### config.mk
export PLATFORM = sky130hd
export DESIGN_NAME = sum_block_accum
export DESIGN_NICKNAME = d
export VERILOG_FILES = /design/src/rtl/sum_block_accum.sv
export SDC_FILE = /design/constraint.sdc
export NUM_CORES = 1
export LEC_CHECK = 0
export CAP_MARGIN = 20
export CORE_MARGIN = 3
export CORE_UTILIZATION = 55
export DETAILED_ROUTE_END_ITERATION = 16
export HOLD_SLACK_MARGIN = 0.12
export PLACE_DENSITY = 0.82
export SLEW_MARGIN = 20
export SYNTH_ARGS = -nofsm -noshare
export SYNTH_HDL_FRONTEND = slang
export SYNTH_SLANG_ARGS = --single-unit
### constraint.sdc
create_clock -name CLK -period 4.3 [get_ports CLK]
set_clock_uncertainty 0.05 [all_clocks]
set_input_delay 1.29 -clock CLK [delete_from_list [all_inputs] [get_ports CLK]]
set_output_delay 1.29 -clock CLK [all_outputs]
set_load 0.005 [all_outputs]
### src/rtl/sum_block_accum.sv
// sum_block_accum: accumulates blocks of 2^LOG2_LEN samples. It produces a registered block sum
// and a registered block mean, and pulses sum_enable for one cycle when both are updated.
//
// Ports:
//   CLK         rising-edge system clock
//   RST         asynchronous active-high reset
//   input_data  sample, DATA_W bits (unsigned or two's complement per SIGNED_MODE)
//   data_valid  input_data is valid this cycle
//   data_start  first sample of a block; in ACCUM it discards the partial block
//   sum         registered block sum, DATA_W+LOG2_LEN bits
//   avg         registered block mean (sum shifted right by LOG2_LEN)
//   sum_enable  one-cycle pulse: sum/avg newly updated
//   busy        high while accumulating
//   restart     one-cycle pulse: a partial block was discarded
module sum_block_accum #(
  parameter int unsigned DATA_W      = 8,
  parameter int unsigned LOG2_LEN    = 8,
  parameter bit          SIGNED_MODE = 1'b0,
  parameter bit          CONTINUOUS  = 1'b0
) (
  input  logic                         CLK,
  input  logic                         RST,
  input  logic [DATA_W-1:0]            input_data,
  input  logic                         data_valid,
  input  logic                         data_start,
  output logic [DATA_W+LOG2_LEN-1:0]   sum,
  output logic [DATA_W-1:0]            avg,
  output logic                         sum_enable,
  output logic                         busy,
  output logic                         restart
);

  localparam int unsigned SUM_W = DATA_W + LOG2_LEN;

  typedef logic [SUM_W-1:0]    acc_t;
  typedef logic [LOG2_LEN-1:0] cnt_t;

  typedef enum logic [0:0] {StIdle, StAccum} state_e;

  state_e            state_q, state_d;
  acc_t              acc_q, acc_d;
  cnt_t              cnt_q, cnt_d;
  acc_t              sum_q, sum_d;
  logic [DATA_W-1:0] avg_q, avg_d;
  logic              sum_en_q, sum_en_d;
  logic              restart_q, restart_d;

  logic ext_bit;
  acc_t sample_ext;
  acc_t acc_plus;

  // The LOG2_LEN guard bits of SUM_W absorb the growth of 2^LOG2_LEN samples, so no overflow.
  always_comb begin
    ext_bit    = SIGNED_MODE & input_data[DATA_W-1];
    sample_ext = {{LOG2_LEN{ext_bit}}, input_data};
    acc_plus   = acc_q + sample_ext;
  end

  always_comb begin
    state_d   = state_q;
    acc_d     = acc_q;
    cnt_d     = cnt_q;
    sum_d     = sum_q;
    avg_d     = avg_q;
    sum_en_d  = 1'b0;
    restart_d = 1'b0;

    unique case (state_q)
      StIdle: begin
        if (data_start) begin
          state_d = StAccum;
          acc_d   = data_valid ? sample_ext : '0;
          cnt_d   = data_valid ? cnt_t'(1) : '0;
        end
      end
      StAccum: begin
        // data_start wins over completion: the current sample opens the new block.
        if (data_start) begin
          restart_d = 1'b1;
          acc_d     = data_valid ? sample_ext : '0;
          cnt_d     = data_valid ? cnt_t'(1) : '0;
        end else if (data_valid) begin
          if (&cnt_q) begin
            // Taking the upper bits of the sum is an arithmetic shift in signed mode (floor).
            sum_d    = acc_plus;
            avg_d    = acc_plus[SUM_W-1:LOG2_LEN];
            sum_en_d = 1'b1;
            acc_d    = '0;
            cnt_d    = '0;
            if (!CONTINUOUS) begin
              state_d = StIdle;
            end
          end else begin
            acc_d = acc_plus;
            cnt_d = cnt_q + cnt_t'(1);
          end
        end
      end
      default: state_d = StIdle;
    endcase
  end

  always_ff @(posedge CLK or posedge RST) begin
    if (RST) begin
      state_q   <= StIdle;
      acc_q     <= '0;
      cnt_q     <= '0;
      sum_q     <= '0;
      avg_q     <= '0;
      sum_en_q  <= 1'b0;
      restart_q <= 1'b0;
    end else begin
      state_q   <= state_d;
      acc_q     <= acc_d;
      cnt_q     <= cnt_d;
      sum_q     <= sum_d;
      avg_q     <= avg_d;
      sum_en_q  <= sum_en_d;
      restart_q <= restart_d;
    end
  end

  assign sum        = sum_q;
  assign avg        = avg_q;
  assign sum_enable = sum_en_q;
  assign busy       = (state_q == StAccum);
  assign restart    = restart_q;

endmodule

==> summary.md <==
| Metric | Value |
|---|---|
| Ys Warns | 0 |
| Number of synthesized register bits | 43 |
| Commonest non-fill, non-tap cells in the layout | dfrtp_1, clkdlybuf4s50_1, nand2_1 |
| Min-Delay Path Class | reg2reg |
| Proportion of layout cells with a drive suffix above 1 | 8.45% |
| Mux cell area share after synthesis | 2.81% |
| Critical path peak fanout | 5 |
| Worst-Margin Slew | 0.665 ns |
| Area Overhead vs Synth | 18.6% |
| Initial antenna violation count | 0 |
| DRC | 0 |
| R2r worst-path depth | 7 |
| Vias in the first global route | 1945 |
| Fmax | 0.309 GHz |
| Slew headroom | 55.5% |
| Starting DRT DRC Count | 195 |
| Endpoints failing hold | 0 |
| Period minus WS final | 3.24 ns |
| Worst EP required | 4.43 ns |
| Outcome | finished clean |
| Nets | around 310 |
| Mapped Area | 2400 µm² |
| Util after Layout | roughly 70% |
| Post-Synth Adder-Cell Area | 5.52% |
| Reg2Reg Setup Slack | roughly 2.1 ns |
| Synth cell types | 42 |
| Worst hold start | sum[5] |
| CP endpoint kind | register |
| Final setup fails | 0 |
| Die ar. | 5200 µm² |
| First-pass GRT wire length | 8.93 mm |
| Clock transition at the registers of the reported paths | 0.08 ns |
| Final period util | between 70 and 80% |
| LEAKAGE | 1.24 nW |
| Final setup TNS | 0 ns |
| R2R Path End | sum[12] |
| Maximum VDD drop | roughly 180 µV |
| Area of the core | 4120 µm² |
| Row count | 23 |
| Post-cts repair resize count | 0 |
| Worst hold path endpoint | sum[5] |
| Post-synth EDFFs | 0 |
| CP Class | in2reg |
| Number of cells on the worst hold path | 2 |
| Clock Path Buffers | 2 |
| Syn Nets | roughly 270 |
| GRT Resource Usage Total | 22.5% |
| Number of port buffers | 38 |
| RSZ-0062 raised after global routing | false |
| Routability cong. | about 0.89 |
| CTS H-tree lvls | 2 |
| Post-Synthesis Cells | 251 |
| Compound-Gate Fraction of Synth Area | 18.6% |
| Clk Latency, worst-skew pair | 0.30 ns |
| Main combinational cell family by area after synthesis | compound AO/OA/AOI/OAI gates |
| CTS sink cnt | 43 |
| DR vias/cell | approximately 5.8 |
| Commonest non-fill, non-tap cell in the layout | dfrtp_1 |
| Final slew viol count | 0 |
| Hold_buf cts | 0 |
| Root buf cell | clkbuf_8 |
| Ports | 39 |
| Setup Fix Bufs, Post-CTS | 0 |
| Die height | 72.1 µm |
| Post-Synth Simple-Gate Area | between 10% and 20% |
| Main flop type after synthesis | dfrtp_1 |
| R2R Path Start | acc_q[0] |
| Antenna Cells | 0 |
| Pwr dens | 326 nW/µm² |
| Initial Util | between 50% and 60% |
| Mean Syn Cell Area | 9.58 µm² |
| Sequential area share after synthesis | about 45% |
| TritonCTS Buffers | 5 |
| Remaining antenna violation count after routing | 0 |
| Die Wd | between 70 and 80 µm |
| Arrival @ worst endpoint | roughly 3.4 ns |
| Asr flop ratio synth | 100% |
| Worst setup SP type | input pin |
| Max cap viols | 0 |
| Vias | 1938 |
| GRT overflow | 0 |
| CTS tree | yes |
| Largest net degree at the start of global routing | 31 |
| Post-Route WL | 5.27 mm |
| Wire per inst | between 15 and 20 µm |
| Synth Area in XOR/XNOR | 5.83% |
| DPL Wire Length | 3.76 mm |
| Drt first pass iters | 4 |
==> through the flow <==
| step | total power, mW | cells | area [µm²] | setup WS, ns | hold slack, ns |
|---|---|---|---|---|---|
| after global placement | 0.674 | 326 | 2770 | 0.778 | 0.415 |
| final | 0.929 | 334 | 2850 | 1.06 | 0.437 |
| after global routing | 0.984 | 334 | 2850 | 0.869 | 0.465 |
| after detailed placement | 0.681 | 326 | 2770 | 0.732 | 0.420 |
| after CTS | 0.936 | 334 | 2850 | 1.06 | 0.439 |
| after floorplan | 0.622 | 251 | 2400 | 1.34 | 0.404 |
==> area by class of cell <==
| cell class | count | area [µm²] |
|---|---|---|
| fill | 332 | 1260 |
| clock inverter | 1 | 5.00 |
| inverter | 8 | 30.0 |
| tap | 50 | 62.6 |
| multi-input combinational | 184 | 1200 |
| sequential | 43 | 1080 |
| timing repair buffer | 41 | 403 |
| clock buffer | 7 | 76.3 |
==> cells by family (layout without fill, tap and decap cells) <==
| family | after synthesis | after routing |
|---|---|---|
| and+or+nand+nor | 80 | 80 |
| AOI/OAI and AO/OA | 72 | 72 |
| DFF | 43 | 43 |
| buffers and inverters | 24 | 57 |
| adders and majority gates | 10 | 10 |
| muxes | 6 | 6 |
| xor gates and xnor gates | 16 | 16 |
==> synthesized netlist by cell type, types with 2 or more instances <==
| cell | number | area, µm² |
|---|---|---|
| a21o_1 | 3 | 22.5 |
| and3_1 | 5 | 31.3 |
| nand4_1 | 5 | 31.3 |
| nand3_1 | 11 | 55.1 |
| o21ai_0 | 24 | 120 |
| nand2b_1 | 2 | 12.5 |
| inv_1 | 8 | 30.0 |
| a21oi_1 | 17 | 85.1 |
| ha_1 | 9 | 113 |
| o21ai_2 | 2 | 17.5 |
| a32oi_1 | 7 | 61.3 |
| and2_1 | 2 | 12.5 |
| a31oi_1 | 2 | 12.5 |
| nor2_1 | 7 | 26.3 |
| xnor2_1 | 11 | 96.3 |
| dfrtp_1 | 43 | 1080 |
| nand2_1 | 33 | 124 |
| or3_1 | 5 | 31.3 |
| buf_4 | 8 | 60.1 |
| nor3_1 | 2 | 10.0 |
| a211oi_1 | 2 | 15.0 |
| o21ai_1 | 5 | 25.0 |
| clkbuf_1 | 6 | 22.5 |
| o21bai_1 | 2 | 15.0 |
| o211ai_2 | 2 | 25.0 |
| o211ai_1 | 3 | 22.5 |
| xor2_1 | 5 | 43.8 |
| mux2_2 | 6 | 67.6 |
==> report_power, final <==
part	internal (mW)	switching, mW	leakage, nW	total, mW
logic	0.0923	0.139	0.619	0.232
clock network	0.114	0.140	0.0422	0.254
registers	0.426	0.0177	0.578	0.444
==> flip-flops by register name (all words and copies together), names as in the netlist <==
| name | flops |
|---|---|
| acc_q | 16 |
| sum | 16 |
| cnt_q | 8 |
| busy | 1 |
| restart | 1 |
| sum_enable | 1 |
==> per-layer routing <==
| layer | up-vias | share of wire [%] | routed length (µm) | global-route usage, % |
|---|---|---|---|---|
| li1 | 962 | - | - | - |
| met1 | 901 | 43 | 2260 | 28.7 |
| met2 | 69 | 50 | 2610 | 37.0 |
| met3 | 6 | 6.2 | 328 | 5.26 |
| met4 | 0 | 1.3 | 69 | 8.56 |
| met5 | - | 0 | 0 | 0 |
==> worst max-delay path: stages <==
cell and delay, ns:
clkdlybuf4s50_1 0.43, ha_1 0.25, fa_1 0.42, a211oi_1 0.36, o211ai_2 0.19, nand4_1 0.21
xnor2_1 0.13, o21ai_0 0.09
==> worst max path at each step <==
stage               slack [ns]          start         to
finish                    1.06  input_data[0]    sum[12]
global route              0.87  input_data[0]    sum[14]
CTS                       1.06  input_data[0]    sum[12]
detailed placement        0.73  input_data[0]  acc_q[12]
global placement          0.78  input_data[0]    sum[14]
floorplan                 1.34  input_data[0]     sum[6]
No activity file was read; power rests on OpenSTA's default activity.
==> RTL change 1, RTL diff (config.mk and constraints unchanged) <==
`DATA_W`: 8 -> 9.
--- a/src/rtl/sum_block_accum.sv
+++ b/src/rtl/sum_block_accum.sv
@@ -13,7 +13,7 @@
 //   busy        high while accumulating
 //   restart     one-cycle pulse: a partial block was discarded
 module sum_block_accum #(
-  parameter int unsigned DATA_W      = 8,
+  parameter int unsigned DATA_W      = 9,
   parameter int unsigned LOG2_LEN    = 8,
   parameter bit          SIGNED_MODE = 1'b0,
   parameter bit          CONTINUOUS  = 1'b0
Ports: changed (resized avg, input_data and sum); port bits go from 39 to 42. No check against the original RTL was run, so the function may have changed too.
==> RTL change 1 against the unedited design <==
Combinational power up 48%; worst hold slack worse by 0.0049 ns; first-iteration DRC count down 37%; power up 18%; sequential cell count up 2; setup slack worse by 0.35 ns; routed wire length down 2.7%; synthesized cell count up 5.2%; cell area up 3.5%; area after synthesis up 2.6%; via count up 2.4%; highest routed layer unchanged.
==> RTL change 1: results (changes against the unedited design) <==
WL met2 2.437 mm (-6.6%); outcome complete, no violations; register area share after synthesis 45.64% (+0.89 points); CP endpoint acc_q[12]$_DFFE_PP0P_; gr usage total 21.97% (-0.49 points); adder-cell area share of the yosys netlist 5.882% (+0.37 points); proportion of layout cells with a drive suffix above 1 6.689% (-1.8 points); met3 Usage GRT 5.096% (-0.17 points); hold endpoint sum[6]$_DFFE_PP0P_; Worst Path Arrival 3.77 ns (+0.40 ns); Power Internal 0.0007295 W (+15%); worst vdd ir 0.0002637 V (+46%); GRT met1 Usage 28.95% (+0.28 points); Synth Area in Compound Gates 18.66% (+0.087 points); worst r2r path cells 8 (+1); Synth cell types 43 (+2.4%); largest net degree at the start of global routing 30 (-3.2%); cells after synthesis 264 (+5.2%); Initial DRC Count 123 (-37%); Logic pwr share 31.2% (+6.3 points); placed cell count 342 (+4.9%); Fill cells 352 (+6.0%); WL met3 259 um (-21%); global-route wire length before repair 9.108 mm (+2.0%); flop-to-flop setup slack 1.77 ns (-0.35 ns); Final GP Congestion 0.8622 (-3.4%); Met1 Routed Length 2.344 mm (+3.7%); Hold Worst Slack 0.4316 ns (-0.004937 ns); Via-to-Cell Ratio 5.685 (-2.0%); input/output buffers 41 (+7.9%); NumNets Final 323 (+5.9%)
==> RTL change 1: power groups by stage <==
stage / sequential [W] / clock [W] / combinational, W
6_report: 0.000489 / 0.000268 / 0.000343
5_1_grt: 0.000494 / 0.000291 / 0.000392
4_1_cts: 0.000489 / 0.000278 / 0.000342
3_5_place_dp: 0.000498 / 0 / 0.000339
3_3_place_gp: 0.000495 / 0 / 0.000327
2_1_floorplan: 0.000490 / 0 / 0.000263
==> RTL change 1: area by class of cell <==
type | instances | area, um2 | area share, %
multi-input combinational | 193 | 1206 | 40.86
timing repair buffer | 44 | 432.9 | 14.67
inverter | 10 | 37.54 | 1.272
sequential | 45 | 1126 | 38.15
tap | 50 | 62.56 | 2.120
clock buffer | 7 | 86.33 | 2.925
==> RTL change 1: critical path: cells and delay by family <==
family / cells / cell delay (ns)
adders and majority gates: 2 / 0.64
buffers and inverters: 1 / 0.43
and+or+nand+nor: 2 / 0.36
AOI/OAI and AO/OA: 4 / 1.03
==> RTL change 2, RTL diff (config.mk and constraints unchanged) <==
Without the edit above. Add an input register stage for `input_data`, `data_valid` and `data_start`, cleared by the reset; this delays them by one clock. Comments in the files are not updated.
--- a/src/rtl/sum_block_accum.sv
+++ b/src/rtl/sum_block_accum.sv
@@ -37,6 +37,22 @@
 
   typedef enum logic [0:0] {StIdle, StAccum} state_e;
 
+  logic [DATA_W-1:0] input_data_q;
+  logic data_valid_q;
+  logic data_start_q;
+
+  always_ff @(posedge CLK or posedge RST) begin
+    if (RST) begin
+      input_data_q <= '0;
+      data_valid_q <= '0;
+      data_start_q <= '0;
+    end else begin
+      input_data_q <= input_data;
+      data_valid_q <= data_valid;
+      data_start_q <= data_start;
+    end
+  end
+
   state_e            state_q, state_d;
   acc_t              acc_q, acc_d;
   cnt_t              cnt_q, cnt_d;
@@ -51,8 +67,8 @@
 
   // The LOG2_LEN guard bits of SUM_W absorb the growth of 2^LOG2_LEN samples, so no overflow.
   always_comb begin
-    ext_bit    = SIGNED_MODE & input_data[DATA_W-1];
-    sample_ext = {{LOG2_LEN{ext_bit}}, input_data};
+    ext_bit    = SIGNED_MODE & input_data_q[DATA_W-1];
+    sample_ext = {{LOG2_LEN{ext_bit}}, input_data_q};
     acc_plus   = acc_q + sample_ext;
   end
 
@@ -67,19 +83,19 @@
 
     unique case (state_q)
       StIdle: begin
-        if (data_start) begin
+        if (data_start_q) begin
           state_d = StAccum;
-          acc_d   = data_valid ? sample_ext : '0;
-          cnt_d   = data_valid ? cnt_t'(1) : '0;
+          acc_d   = data_valid_q ? sample_ext : '0;
+          cnt_d   = data_valid_q ? cnt_t'(1) : '0;
         end
       end
       StAccum: begin
         // data_start wins over completion: the current sample opens the new block.
-        if (data_start) begin
+        if (data_start_q) begin
           restart_d = 1'b1;
-          acc_d     = data_valid ? sample_ext : '0;
-          cnt_d     = data_valid ? cnt_t'(1) : '0;
-        end else if (data_valid) begin
+          acc_d     = data_valid_q ? sample_ext : '0;
+          cnt_d     = data_valid_q ? cnt_t'(1) : '0;
+        end else if (data_valid_q) begin
           if (&cnt_q) begin
             // Taking the upper bits of the sum is an arithmetic shift in signed mode (floor).
             sum_d    = acc_plus;
Check against the original RTL: not equivalent (Yosys sat finds a counterexample within 4 cycles, from zero or initial values and one cycle with RST high).
==> RTL change 2 against the unedited design <==
Routed wire length decreased by 4.8%; highest routed layer unchanged; register-to-register slack got worse by 0.27 ns; area after synthesis rose by 11%; cell area rose by 8.3%; largest power group unchanged; setup slack gained 0.64 ns; power rose by 22%; sequential cell count grew 10; non-clock buffer count shrank 2; synthesized cell count increased by 5.2%; utilization is 0.74 points lower.
==> RTL change 2: results (changes against the unedited design) <==
outcome complete, no violations; Synth cell types 46 (+9.5%); # resized after CTS 0 (unchanged); worst stage delay on the critical path 0.53 ns (+0.10 ns); P_leak 1.343 nW (+8.4%); Crit path max-delay family buffers and inverters; worst vdd ir 0.0002035 V (+13%); Synth area leaders dfrtp_1, nand2_1, o21ai_0; H-tree levels 2 (unchanged); Initial DRC Count 151 (-23%); Worst Path Arrival 1.26 ns (-2.11 ns); met3 Usage GRT 4.090% (-1.2 points); register area share after synthesis 49.86% (+5.1 points); clock network power 0.000260 W (+2%); Net Sw Frac 31.78% (-0.14 points); CP Max Fanout 6 (+1); Logic pwr share 27.1% (+2.2 points); Syn Area/Cell 10.08 um2 (+5.2%); GRT met1 Usage 27.62% (-1.1 points); NumNets Final 314 (+3.0%); pre-CTS WS 1.615 ns (+0.8830 ns); input/output buffers 38 (unchanged); postcts setup bufs 0 (unchanged); largest net degree at the start of global routing 54 (+74%); gr usage total 19.66% (-2.8 points); Tcrit/Tclk final 60.35% (-15 points); proportion of layout cells with a drive suffix above 1 6.143% (-2.3 points); Slew headroom 33.44% (-22 points); Root Driver clkbuf_8; Max Buffers Root-to-Sink 2 (unchanged); vias in the first global route 1856 (-4.6%); Crit-path slowest cell clkdlybuf4s50_1; Switch Pwr 0.0003606 W (+22%); final cell count without fillers 345 (+3.3%); Final GP Congestion 0.8531 (-4.4%); placed inst area 3008 um2 (+8.5%); met2 GRT Util 30.58% (-6.4 points); Fill cells 360 (+8.4%); placed cell count 337 (+3.4%); Via-to-Cell Ratio 5.777 (-0.44%); dpl hpwl 3.416 mm (-9.0%); Post-synth top cells dfrtp_1, nand2_1, o21ai_0, a21oi_1, xor2_1; global-route wire length before repair 8.487 mm (-4.9%); syn_nets 286 (+4.8%); top_reg_cell synth dfrtp_1; async set-reset flop share out of synthesis 100.0% (unchanged); average wire per standard cell 14.54 um (-7.8%); worst r2r path cells 4 (-3)
RTL change 2: cell types whose count changed after synthesis, moves of 3 or more:
| cell | before | now |
|---|---|---|
| o21ai_1 | 5 | 2 |
| a21oi_1 | 17 | 14 |
| and3_1 | 5 | 2 |
| dfrtp_1 | 43 | 53 |
| xnor2_1 | 11 | 7 |
| xor2_1 | 5 | 10 |
| nand2_1 | 33 | 38 |
RTL change 2: cell type report:
type	instances	area [um2]	share of cell area [%]
timing repair buffer	39	387.9	12.56
inverter	8	31.28	1.013
tap	52	65.06	2.106
sequential	53	1326	42.93
clock buffer	8	80.08	2.592
multi-input combinational	185	1199	38.80
RTL change 2: cells by family (layout without fill, tap and decap cells):
logic type	count (synthesis)	after routing	share of synthesized area [%]
muxes	4	4	1.693
xor gates and xnor gates	17	17	5.597
and+or+nand+nor	78	78	14.30
buffers and inverters	26	55	5.080
DFF	53	53	49.86
adders and majority gates	10	10	4.986
AOI/OAI and AO/OA	76	76	18.49
RTL change 2: metal layers:
| layer | vias to the layer above | share of wire (%) |
|---|---|---|
| met4 | 0 | 1.1 |
| met1 | 932 | 49 |
| met3 | 4 | 5.6 |
| met2 | 60 | 45 |
| li1 | 997 | - |
| met5 | - | 0 |
RTL change 2: worst paths after layout:
path	slack, ns	end	startpoint
max	1.70	busy	busy$_DFF_PP0_
min	0.43	sum[5]$_DFFE_PP0P_	sum[5]$_DFFE_PP0P_
max reg2reg	1.85	sum[6]$_DFFE_PP0P_	data_valid_q$_DFF_PP0_
min reg2reg	0.43	sum[5]$_DFFE_PP0P_	sum[5]$_DFFE_PP0P_
max in group asynchronous	2.26	sum[12]$_DFFE_PP0P_	RST
min in group asynchronous	1.41	cnt_q[6]$_DFFE_PP0P_	RST
